**src/rtl/irq_stim_gen.sv**
```systemverilog
// Interrupt stimulus generator and run monitor: LFSR-timed, idle-gated round-robin requests
// plus halt/stack-overflow completion flags. Optional ack timeout: IRQ_ACK_TIMEOUT_EN.
module irq_stim_gen #(
  parameter int unsigned NUM_IRQ     = 4,
  parameter int unsigned CNT_WIDTH   = 3,
  parameter logic [15:0] LFSR_SEED   = 16'hACE1,
  parameter logic [15:0] LFSR_TAPS   = 16'hB400,
  parameter int unsigned PMD_SIZE    = 32,
  parameter logic [9:0]  HALT_OP     = 10'b0000000001,
  parameter int unsigned HALT_DELAY  = 10,
  parameter int unsigned ACK_TIMEOUT = 8
) (
  input  logic                clk,
  input  logic                reset,
  input  logic                idle_i,
  input  logic [PMD_SIZE-1:0] pm_op,
  input  logic                stck_ovf,
  input  logic [NUM_IRQ-1:0]  irq_en,
  input  logic [NUM_IRQ-1:0]  irq_ack,
  output logic [NUM_IRQ-1:0]  irq,
  output logic                done,
  output logic                err_ovf,
  output logic                err_ack
);

  localparam int unsigned PtrW  = (NUM_IRQ > 1) ? $clog2(NUM_IRQ) : 1;
  localparam int unsigned HaltW = $clog2(HALT_DELAY + 1);

  typedef enum logic [1:0] {StLoad, StCount, StAssert, StHalted} state_e;

  state_e               state_q, state_d;
  logic [15:0]          lfsr_q, lfsr_d;
  logic [CNT_WIDTH-1:0] cnt_q, cnt_d;
  logic [PtrW-1:0]      ptr_q, ptr_d;
  logic [NUM_IRQ-1:0]   irq_q, irq_d;
  logic                 done_q, done_d;
  logic                 err_ovf_q, err_ovf_d;
  logic                 halt_armed_q, halt_armed_d;
  logic [HaltW-1:0]     halt_cnt_q, halt_cnt_d;
  logic                 halt_match, halt_expire;
  logic                 grant_vld;
  logic [PtrW-1:0]      grant_ch, cand;
  logic                 unused_pm_op;

  assign unused_pm_op = ^pm_op[PMD_SIZE-11:0];

`ifdef IRQ_ACK_TIMEOUT_EN
  localparam int unsigned TmoW = $clog2(ACK_TIMEOUT + 1);
  logic [TmoW-1:0] tmo_q, tmo_d;
  logic            err_ack_q, err_ack_d;
  assign err_ack = err_ack_q;
`else
  localparam int unsigned unused_ack_timeout = ACK_TIMEOUT;
  assign err_ack = 1'b0;
`endif

  assign lfsr_d = {1'b0, lfsr_q[15:1]} ^ (lfsr_q[0] ? LFSR_TAPS : 16'h0000);

  // Halt countdown arms once on the first match; later matches are ignored.
  assign halt_match  = (pm_op[PMD_SIZE-1 -: 10] == HALT_OP);
  assign halt_expire = halt_armed_q && (halt_cnt_q == '0);

  always_comb begin
    halt_armed_d = halt_armed_q;
    halt_cnt_d   = halt_cnt_q;
    if (!halt_armed_q) begin
      if (halt_match && !done_q) begin
        halt_armed_d = 1'b1;
        halt_cnt_d   = HaltW'(HALT_DELAY - 1);
      end
    end else if (halt_cnt_q != '0) begin
      halt_cnt_d = halt_cnt_q - HaltW'(1);
    end
  end

  assign err_ovf_d = err_ovf_q | stck_ovf;
  assign done_d    = done_q | stck_ovf | halt_expire;

  // Round-robin search starting just after the last granted channel.
  always_comb begin
    grant_vld = 1'b0;
    grant_ch  = '0;
    cand      = '0;
    for (int unsigned i = 1; i <= NUM_IRQ; i++) begin
      cand = PtrW'((32'(ptr_q) + i) % NUM_IRQ);
      if (!grant_vld && irq_en[cand]) begin
        grant_vld = 1'b1;
        grant_ch  = cand;
      end
    end
  end

  always_comb begin
    state_d = state_q;
    cnt_d   = cnt_q;
    ptr_d   = ptr_q;
    irq_d   = irq_q;
`ifdef IRQ_ACK_TIMEOUT_EN
    tmo_d     = tmo_q;
    err_ack_d = err_ack_q;
`endif
    if (done_d) begin
      state_d = StHalted;
      irq_d   = '0;
    end else begin
      case (state_q)
        StLoad: begin
          cnt_d   = lfsr_q[CNT_WIDTH-1:0];
          state_d = StCount;
        end
        StCount: begin
          if (idle_i) begin
            if (cnt_q != '0) begin
              cnt_d = cnt_q - CNT_WIDTH'(1);
            end else if (grant_vld) begin
              irq_d           = '0;
              irq_d[grant_ch] = 1'b1;
              ptr_d           = grant_ch;
              state_d         = StAssert;
`ifdef IRQ_ACK_TIMEOUT_EN
              tmo_d           = '0;
`endif
            end
          end
        end
        StAssert: begin
          if (irq_ack[ptr_q]) begin
            irq_d   = '0;
            state_d = StLoad;
          end
`ifdef IRQ_ACK_TIMEOUT_EN
          else if (tmo_q == TmoW'(ACK_TIMEOUT - 1)) begin
            irq_d     = '0;
            err_ack_d = 1'b1;
            state_d   = StLoad;
          end else begin
            tmo_d = tmo_q + TmoW'(1);
          end
`endif
        end
        StHalted: ;
        default: state_d = StLoad;
      endcase
    end
  end

  always_ff @(posedge clk or posedge reset) begin
    if (reset) begin
      state_q      <= StLoad;
      lfsr_q       <= LFSR_SEED;
      cnt_q        <= '0;
      ptr_q        <= PtrW'(NUM_IRQ - 1);
      irq_q        <= '0;
      done_q       <= 1'b0;
      err_ovf_q    <= 1'b0;
      halt_armed_q <= 1'b0;
      halt_cnt_q   <= '0;
    end else begin
      state_q      <= state_d;
      lfsr_q       <= lfsr_d;
      cnt_q        <= cnt_d;
      ptr_q        <= ptr_d;
      irq_q        <= irq_d;
      done_q       <= done_d;
      err_ovf_q    <= err_ovf_d;
      halt_armed_q <= halt_armed_d;
      halt_cnt_q   <= halt_cnt_d;
    end
  end

`ifdef IRQ_ACK_TIMEOUT_EN
  always_ff @(posedge clk or posedge reset) begin
    if (reset) begin
      tmo_q     <= '0;
      err_ack_q <= 1'b0;
    end else begin
      tmo_q     <= tmo_d;
      err_ack_q <= err_ack_d;
    end
  end
`endif

  assign irq     = irq_q;
  assign done    = done_q;
  assign err_ovf = err_ovf_q;

endmodule

```
**config.mk**
```make
export PLATFORM = sky130hd
export DESIGN_NAME = irq_stim_gen
export DESIGN_NICKNAME = d
export VERILOG_FILES = /design/src/rtl/irq_stim_gen.sv
export SDC_FILE = /design/constraint.sdc
export NUM_CORES = 1
export LEC_CHECK = 0
export CAP_MARGIN = 10
export CORE_UTILIZATION = 35
export DETAILED_ROUTE_END_ITERATION = 16
export GPL_TIMING_DRIVEN = 0
export RECOVER_POWER = 50
export SLEW_MARGIN = 10
export SYNTH_ARGS = -nofsm -noshare
export SYNTH_HDL_FRONTEND = slang
export SYNTH_SLANG_ARGS = --single-unit
```
**constraint.sdc**
```tcl
create_clock -name clk -period 5.9 [get_ports clk]
set_clock_uncertainty 0.05 [all_clocks]
set_input_delay 0.885 -clock clk [delete_from_list [all_inputs] [get_ports clk]]
set_output_delay 0.885 -clock clk [all_outputs]
set_load 0.05 [all_outputs]
```
==> out/metrics.cfg <==
[global_route]
grt_pass1_wl_mm=5.513
grt.total_usage_pct=16.45
grt_pass1_vias=1211
grt_start_max_net_pins=22
overflow=0
antenna_found_initial=0

[placement]
dp_hpwl_mm=2.355
place.gp.congestion=0.8152
io_buffers=27
place_area_mm2=0.001929

[worst_setup_path]
reg2reg_to=irq[1]$_DFFE_PP0P_
required_ps=6040
rr_startpoint=halt_cnt_q[0]$_DFFE_PP0P_
reg2reg_slack_ps=3660
critPathKind=in -> reg
worstSetupEndpointType=flip-flop
reg2reg_depth=7
cp.arrival_ps=2750
crit_path_start_kind=input port
crit_fanout=7

[floorplanning]
ioPinCount=51
core-area_mm2=0.004144
die_h_um=68.96
initial_core_util_pct=37.86
row_count=23
dieWidth_um=68.96
die_area_mm2=0.004755

[clock_tree]
cts_tree=built
cts_hold_buf=0
cts_sinks=34
ctsRootBufferMaster=clkbuf_8
clk_latency_ps=280
htreeDepth=2
ctsResizeCount=0
path_clk_slew_ps=70
cts_buffers=5
cts_setup_buffers=0
clockBufferDepth=2

[sta]
rsz0062_at_grt=no
final-max-slew-violation-count=0
final.min_clock_period_ps=2613
finalSetupViolations=0
slew_headroom_pct=30.86
fin_setup_tns_ps=0
hold_viol=0
tightest_slew_ps=1037
post-route-period-util_pct=44.28
fmax_mhz=382.8

[yosys]
synth_top_area_cell=dfrtp_1
ys_ff_latch=34
synth_cells=141
synth_area_leaders=dfrtp_1, dfstp_2, ha_1
synthArstFlopShare_pct=100.0
syn_area_per_cell_um2=11.13
yosysSeqAreaShare_pct=55.02
synth_top_area_share_pct=38.28
synthDistinctLibCells=39
synthFlopType=dfrtp_1
syn-num-nets=191
synth_edf_count=0
syn-cell-area_mm2=0.001569
yosys_warnings=0

[drt]
via_per_inst=5.066
route.final.wire_length_mm=3.187
first_pass_iters=4
drc=0
wl_per_cell_um=14.04
drt_iter0_markers=60
vias=1150
drtAntennaViolNets=0

[finish]
n_antenna_cell=0
final_common_cell=clkdlybuf4s50_1
multiInputGateArea_um2=645.6
regArea_um2=863.3
nFillCells=390
drive_above_1_share_pct=15.82
layout.nets=226
layout_common_cells=clkdlybuf4s50_1, dfrtp_1, inv_1
postLayoutCellArea_mm2=0.002016
area_delta_synth_final_pct=28.47

[pwr]
leakagePower_nw=0.8912
powerDensity_mw_per_mm2=231.8
ir_drop_v=0.0001294
finalPower_mw=0.4673

[run_status]
run_status=finished, final reports clean

[worst_hold_path]
hold_class=reg -> reg
hold_depth=0
min_to=lfsr_q[2]$_DFF_PP0_
holdCritStartpoint=lfsr_q[3]$_DFF_PP0_

[run]
cap_violations=0

==> cells in the mapped netlist (all sizes together), types with 4 or more instances <==
cell	n
dfstp	10
mux2	4
o31ai	6
dfrtp	24
o21ai	10
nand2b	4
inv	12
ha	6
nor3	6
nor2	8
o211ai	4
nor2b	4
nand2	7
==> registers in the layout, indices dropped and copies added (netlist names) <==
signal / cells
lfsr_q: 16
halt_cnt_q: 4
irq: 4
cnt_q: 3
ptr_q: 2
state_q: 2
done: 1
err_ovf: 1
halt_armed_q: 1
==> critical path, cell delays in order <==
cell           delay (ps)
dlygate4sd3_1         590
nor3_4                380
inv_2                 130
or4_4                 530
o31ai_1               230
==> cell type report <==
| type | count | area share (%) |
|---|---|---|
| sequential | 34 | 42.83 |
| multi-input combinational | 92 | 32.03 |
| timing repair buffer | 28 | 13.59 |
| clock buffer | 8 | 5.462 |
| tap | 50 | 3.104 |
| inverter | 12 | 2.235 |
| buffer | 3 | 0.7449 |
==> report_power, final <==
group / switching (mW) / total (mW) / leakage, nW / internal, mW
Combinational: 0.0147 / 0.0323 / 0.441 / 0.0176
Sequential: 0.00186 / 0.237 / 0.393 / 0.236
Clock: 0.0798 / 0.198 / 0.0575 / 0.118
Total: 0.0964 / 0.467 / 0.891 / 0.371
==> routing by layer <==
metal | part of all wire [%] | wire length, um | track usage, % | vias up
met4 | 1.5 | 48 | 7.398 | 0
met3 | 6.1 | 194 | 6.579 | 5
met5 | 0 | 0 | 0 | -
met2 | 46 | 1452 | 24.88 | 32
li1 | - | - | - | 569
met1 | 47 | 1492 | 20.52 | 544
==> worst max-delay path by stage <==
| stage | end | from | cells past startpoint | slack, ps |
|---|---|---|---|---|
| after floorplan | ptr_q[0]$_DFFE_PP1P_ | irq_en[1] | 4 | 3780 |
| after global placement | irq[2]$_DFFE_PP0P_ | stck_ovf | 5 | 3160 |
| after detailed placement | irq[1]$_DFFE_PP0P_ | stck_ovf | 5 | 3130 |
| after CTS | done | done$_DFF_PP0_ | 1 | 3390 |
| after global routing | state_q[1]$_DFFE_PP0P_ | reset | 3 | 3090 |
| final | irq[1]$_DFFE_PP0P_ | stck_ovf | 5 | 3290 |
==> stage by stage <==
stage	setup WS [ps]	hold slack [ps]	utilization (%)	instances
3_5_place_dp	3131	284.7	46.56	219
4_1_cts	3387	295.5	49.21	227
5_1_grt	3092	305.9	48.64	227
6_report	3287	291.1	48.64	227
2_1_floorplan	3780	281.2	-	141
3_3_place_gp	3164	285.8	45.89	218
==> kinds of logic after synthesis <==
logic type,count (synthesis),synth area share [%]
AO/OA/AOI/OAI,37,15.79
flip-flops,34,55.02
XOR/XNOR,3,1.675
buffers and inverters,15,3.828
multiplexers,5,3.509
AND/OR/NAND/NOR,40,15.15
adder cells (fa/ha/maj),6,4.785
other,1,0.2390
(Power assumes the default switching activity.)
